**src/rtl/mem_arbiter.sv**
```systemverilog
// Two-port round-robin arbiter/sequencer in front of a 16-bit synchronous memory.
// Each transaction takes three cycles: IDLE (arbitrate), CMD (memory access), RESP (capture).
module mem_arbiter #(
    parameter int ADDRESS_SIZE = 16
) (
    input  logic                    clk,
    input  logic                    reset,
    input  logic                    p0_req,
    input  logic                    p0_we,
    input  logic [ADDRESS_SIZE-1:0] p0_addr,
    input  logic [15:0]             p0_wdata,
    output logic                    p0_gnt,
    output logic                    p0_done,
    output logic [15:0]             p0_rdata,
    input  logic                    p1_req,
    input  logic                    p1_we,
    input  logic [ADDRESS_SIZE-1:0] p1_addr,
    input  logic [15:0]             p1_wdata,
    output logic                    p1_gnt,
    output logic                    p1_done,
    output logic [15:0]             p1_rdata,
    output logic [ADDRESS_SIZE-1:0] mem_address,
    output logic                    mem_load,
    output logic                    mem_out_en,
    output logic [15:0]             mem_data_in,
    input  logic [15:0]             mem_data_out
);

    typedef enum logic [1:0] {
        IDLE = 2'd0,
        CMD  = 2'd1,
        RESP = 2'd2
    } state_t;

    state_t                  state_r;
    state_t                  state_s;
    logic                    any_req_s;
    logic                    winner_s;
    logic                    sel_we_s;
    logic [ADDRESS_SIZE-1:0] sel_addr_s;
    logic [15:0]             sel_wdata_s;

    logic                    owner_r;
    logic                    last_r;
    logic                    we_r;
    logic [ADDRESS_SIZE-1:0] addr_r;
    logic [15:0]             wdata_r;
    logic                    load_r;
    logic                    rd_en_r;
    logic                    p0_gnt_r;
    logic                    p1_gnt_r;
    logic                    p0_done_r;
    logic                    p1_done_r;
    logic [15:0]             p0_rdata_r;
    logic [15:0]             p1_rdata_r;

    // Winner selection: a lone requester wins; on a tie the port that did not win last time wins.
    always_comb begin
        any_req_s   = p0_req | p1_req;
        winner_s    = 1'b0;
        if (p0_req && p1_req) begin
            winner_s = ~last_r;
        end else if (p1_req) begin
            winner_s = 1'b1;
        end else begin
            winner_s = 1'b0;
        end
        sel_we_s    = winner_s ? p1_we    : p0_we;
        sel_addr_s  = winner_s ? p1_addr  : p0_addr;
        sel_wdata_s = winner_s ? p1_wdata : p0_wdata;
    end

    // Next-state logic: CMD and RESP each last exactly one cycle.
    always_comb begin
        state_s = state_r;
        case (state_r)
            IDLE:    state_s = any_req_s ? CMD : IDLE;
            CMD:     state_s = RESP;
            RESP:    state_s = IDLE;
            default: state_s = IDLE;
        endcase
    end

    // State, command latches and registered port/memory strobes.
    always_ff @(posedge clk) begin
        if (reset) begin
            state_r    <= IDLE;
            owner_r    <= 1'b0;
            last_r     <= 1'b1;
            we_r       <= 1'b0;
            addr_r     <= {ADDRESS_SIZE{1'b0}};
            wdata_r    <= 16'h0000;
            load_r     <= 1'b0;
            rd_en_r    <= 1'b0;
            p0_gnt_r   <= 1'b0;
            p1_gnt_r   <= 1'b0;
            p0_done_r  <= 1'b0;
            p1_done_r  <= 1'b0;
            p0_rdata_r <= 16'h0000;
            p1_rdata_r <= 16'h0000;
        end else begin
            state_r   <= state_s;
            load_r    <= 1'b0;
            rd_en_r   <= 1'b0;
            p0_gnt_r  <= 1'b0;
            p1_gnt_r  <= 1'b0;
            p0_done_r <= 1'b0;
            p1_done_r <= 1'b0;
            case (state_r)
                IDLE: begin
                    if (any_req_s) begin
                        owner_r  <= winner_s;
                        last_r   <= winner_s;
                        we_r     <= sel_we_s;
                        addr_r   <= sel_addr_s;
                        wdata_r  <= sel_wdata_s;
                        load_r   <= sel_we_s;
                        rd_en_r  <= ~sel_we_s;
                        p0_gnt_r <= ~winner_s;
                        p1_gnt_r <= winner_s;
                    end
                end
                RESP: begin
                    p0_done_r <= ~owner_r;
                    p1_done_r <= owner_r;
                    // Memory data_out is valid during RESP after the access at the end of CMD.
                    if (!we_r) begin
                        if (owner_r) begin
                            p1_rdata_r <= mem_data_out;
                        end else begin
                            p0_rdata_r <= mem_data_out;
                        end
                    end
                end
                default: begin
                end
            endcase
        end
    end

    assign p0_gnt      = p0_gnt_r;
    assign p1_gnt      = p1_gnt_r;
    assign p0_done     = p0_done_r;
    assign p1_done     = p1_done_r;
    assign p0_rdata    = p0_rdata_r;
    assign p1_rdata    = p1_rdata_r;
    assign mem_address = addr_r;
    assign mem_data_in = wdata_r;
    // Gated by reset so the memory commits nothing on the edge that aborts a transaction.
    assign mem_load    = load_r & ~reset;
    assign mem_out_en  = rd_en_r & ~reset;

endmodule

```
**config.mk**
```make
export PLATFORM = sky130hd
export DESIGN_NAME = mem_arbiter
export DESIGN_NICKNAME = d
export VERILOG_FILES = /design/src/rtl/mem_arbiter.sv
export SDC_FILE = /design/constraint.sdc
export NUM_CORES = 1
export LEC_CHECK = 0
export BUFFER_PORTS_ARGS = -buffer_cell sky130_fd_sc_hd__buf_2
export CAP_MARGIN = 20
export CORE_MARGIN = 3
export CORE_UTILIZATION = 44
export DETAILED_ROUTE_END_ITERATION = 12
export GPL_TIMING_DRIVEN = 0
export PLACE_DENSITY = 0.78
export SYNTH_ARGS = -nofsm -noshare
export SYNTH_HDL_FRONTEND = slang
export SYNTH_SLANG_ARGS = --single-unit
export TNS_END_PERCENT = 20
```
**constraint.sdc**
```tcl
create_clock -name clk -period 2.1 [get_ports clk]
set_input_delay 0.42 -clock clk [delete_from_list [all_inputs] [get_ports clk]]
set_output_delay 0.42 -clock clk [all_outputs]
set_load 0.02 [all_outputs]
```
# Yosys cells after proc, flatten, opt, wreduce, memory -nomap -nowiden
# Cells that the tools add are included.
# word_totals
register_bits	75
inputBits	86
out_inout_bits	70
# op_classes
n_eq_ne	2
n_mux	7
bitwise_logic	12
n_reduce_logical	7
# op_table
cell	count
$mux 16	2
$not 1->1	9
$reduce_and 3->1	2
$mux 1	4
$pmux 2 s2	1
$reduce_or 3->1	1
$and 1x1->1	2
$eq 2x1->1 const B	1
$eq 2x2->1 const B	1
$logic_not 2->1	1
$reduce_and 2->1	1
$reduce_or 2->1	1
$logic_and 1x1->1	1
$or 1x1->1	1

# Depth between registers and ports, before layout
# depth
depth_word	4
mapped_depth	5
depth_no_buf	3

# Least setup slack after synthesis
# No wires, ideal clock.
# synth_timing
kind	input to register
startpoint	in p1_req
endpoint	reg addr_r[0] (netlist: mem_address[0])
arrival_time_ns	1.502
t_required_ns	2.040
path_slack_ns	0.539
path_stages	4
path_buffers	1
path_cell_list	or2_1 -> a21oi_1 -> clkbuf_1 -> a221o_1
# synth_via
elab_chain_len	3
word_cells_on_any_way	6
# synth_rtl
item	line_no	text
start, declared	15	input logic p1_req,
$mux 1 or $logic_and 1x1->1 (tied branches)	63, 61	
$mux 1	61	if (p0_req && p1_req) begin
$mux 16	69	sel_addr_s = winner_s ? p1_addr : p0_addr;
end signal, assigned	91	addr_r <= {ADDRESS_SIZE{1'b0}};
end signal, assigned	115	addr_r <= sel_addr_s;
end, declared	46	logic [ADDRESS_SIZE-1:0] addr_r;
# Several ways; a longest one is shown, not always the timed one.
# A chain may end at the register's enable or synchronous reset.

# Final worst setup path
# layout_timing
startpoint	reg state_r[1]
endpoint	reg p0_rdata_r[5] (netlist: p0_rdata[5])
# layout_via
elab_chain_len	2
# layout_rtl
item	line_no	text
start, declared	35	state_t state_r;
start signal, assigned	102	state_r <= state_s;
$eq 2x2->1	109	case (state_r)
$reduce_and 3->1 (no line)	n/a	
end signal, assigned	131	p0_rdata_r <= mem_data_out;
end, declared	54	logic [15:0] p0_rdata_r;
# No other way between the ends.

==> out/metrics.csv <==
metric,value,unit
"Distinct cells, synth",26,
1st-pass router iterations,5,
critical path startpoint category,flop,
Post-DRT Antenna Nets,0,
Layout Skew,0.00868,ns
Worst slew margin,0.547,
most numerous cell in the Yosys netlist,dfxtp_1,
Std-Cell Rows,28,
Routed WL,7660,um
main combinational cell family by area after synthesis,compound AO/OA/AOI/OAI gates,
violation count after the first detailed-route iteration,92,
Hold Path Stages,2,
post-synthesis mux area share,0.00355,
asr flop ratio synth,0,
worst hold path type,in2reg,
"Slew Viols, Final",0,
Clock Pin Slew Worst Setup and Hold Paths,0.08,ns
r2r worst-path depth,4,
drt wl/cell,13.6,um
die height,86.1,um
"area leader, netlist",dfxtp_1,
Hold WS,0.294,ns
Synth Area in Compound Gates,0.190,
Clock Tree Root,clkbuf_8,
total placed cells including tap cells,548,
Die Width,86.1,um
Syn Inst Count,318,
Peak Freq,0.562,GHz
yosys warns,0,
core region area,0.00606,mm^2
H-Tree Depth,3,
Post-CTS Setup Bufs,0,
multi-input logic area,0.00107,mm^2
status,"finished, final reports clean",
Initial Util,0.466,
largest cells by area after synthesis,"dfxtp_1 53%, a221o_1 11%, nand2_1 8.5%",
Final GP Congestion,0.809,
RSZ-0062 raised after global routing,false,
# resized after CTS,0,
post-DR vias/cell,4.99,
Fin. Hold Viols,0,
PortBufs,155,
Synth top area share,0.532,
crit end category,flop,
Mean Syn Cell Area,8.87,um^2
Max Cap Violations,0,
largest net degree at the start of global routing,13,
Antenna Cells,0,
CTS sink cnt,75,
share of cells above drive strength 1,0.368,
worst slew pin tran,0.678,ns
# fillers,521,
initial antenna violation count,0,
Clock Latency Late Sink,0.34,ns
DRC Markers,0,
Crit path required time,2.37,ns
hpwl dp,5890,um
GRT Total Usage,0.211,
count of final setup violators,0,
via count,2815,
crit path DAT,2.05,ns
Tcrit/Tclk final,0.847,
Static Leakage,1.96,nW
I/O pin total,156,
Post-Synth XOR/XNOR Area,0,
number of CTS-inserted buffers,9,
Mapped Nets,404,
nets@finish,570,
Synth top cells by count,"75 x dfxtp_1, 64 x nand2_1, 35 x inv_1, 34 x a21oi_1",
placed cell area,0.00369,mm^2
Post-CTS Hold Buffers,0,
CTS tree,built,
#FFs+latches synth,75,
mapped cell area,0.00282,mm^2
simple-gate portion of the synthesized area,0.185,
fin crit period,1.78,ns
Post-Synth Adder-Cell Area,0,
finished layout cell area,0.00395,mm^2
sequential share of the synthesized area,0.532,
Post-Route Setup TNS,0,ns
Post-synth EDFFs,0,
Max Root-Sink Buffers,2,
grt total ovfl,0,
post-route insts no fill,564,
Reg area,0.00150,mm^2
crit-path max FO,10,
Pwr Total,3.47,mW
number of global-route vias before repair,2714,
Layout area overhead,40.0,%
critical path type,reg2reg,
die area,0.00741,mm^2
first-pass GRT wire length,12500,um
predominant post-synthesis flop cell,dfxtp_1,
Power Dens Cells,878,mW/mm^2
worst-case vdd ir drop,0.646,mV
per-stage QoR:
step,setup slack [ns],utilization
global placement,0.0914,0.609
global route,0.136,0.652
CTS,0.286,0.652
finish,0.320,0.652
detailed placement,0.0739,0.609
floorplan,0.539,-
final cells by class:
| type | count | share of cell area |
|---|---|---|
| Sequential cell | 75 | 0.380 |
| Multi-Input combinational cell | 183 | 0.270 |
| Timing Repair Buffer | 155 | 0.196 |
| Clock buffer | 12 | 0.0418 |
| Inverter | 35 | 0.0332 |
| Buffer | 25 | 0.0304 |
| Clock inverter | 4 | 0.0241 |
| Tap cell | 75 | 0.0237 |
placed cells by master, fill, tap and decap left out:
| cell | instances |
|---|---|
| or4b_1 | 1 |
| or3_1 | 1 |
| nor4bb_1 | 2 |
| nor3_1 | 32 |
| a21bo_2 | 1 |
| nand4bb_1 | 1 |
| nor2b_1 | 3 |
| buf_2 | 158 |
| o2bb2ai_1 | 1 |
| nand2b_1 | 1 |
| mux2i_1 | 1 |
| inv_1 | 35 |
| clkbuf_8 | 12 |
| buf_6 | 3 |
| nor3b_1 | 1 |
| nor4b_2 | 1 |
| a21oi_1 | 34 |
| dfxtp_1 | 75 |
| nor2_1 | 3 |
| buf_1 | 3 |
| bufinv_16 | 3 |
| nor4b_1 | 1 |
| clkinv_2 | 1 |
| or2_1 | 1 |
| clkbuf_1 | 16 |
| a21o_1 | 1 |
| a211oi_4 | 1 |
| a221o_1 | 32 |
| nand2_1 | 64 |
worst paths after layout:
path	from	slack (ns)	end
max	state_r[1]	0.32	p0_rdata[5]
min	p0_addr[5]	0.29	mem_address[5]
max reg2reg	state_r[1]	0.32	p0_rdata[5]
min reg2reg	p0_rdata[15]	0.45	p0_rdata[15]
layer usage:
layer	vias to the layer above	wire, um	GRT usage
li1	1422	-	-
met1	1266	3120	0.248
met2	115	3650	0.352
met3	12	730	0.0663
met4	0	152	0.0964
met5	-	0	0
sequential cells by signal (all words and copies together), names as in the netlist, 2 cells and up:
signal,flops
p0_rdata,16
mem_address,16
state_r,2
mem_data_in,16
p1_rdata,16
worst max-delay path, cell delays in order (launching register included):
cell      delay [ns]
dfxtp_1         0.45
nor4b_2         0.61
clkbuf_1        0.42
nand2_1         0.10
a21oi_1         0.13
cell families after synthesis:
family                 count (synthesis)
muxes                                  1
and+or+nand+nor                      112
buffers and inverters                 60
DFF                                   75
AOI/OAI and AO/OA                     70
power breakdown:
| group | leakage [nW] | internal [mW] | switching (mW) | total, mW |
|---|---|---|---|---|
| combinational | 1.21 | 0.210 | 0.298 | 0.508 |
| clock | 0.133 | 0.885 | 0.510 | 1.40 |
| sequential | 0.613 | 1.51 | 0.0545 | 1.57 |
| total | 1.96 | 2.61 | 0.863 | 3.47 |
Power figures use the tool's default switching activity.
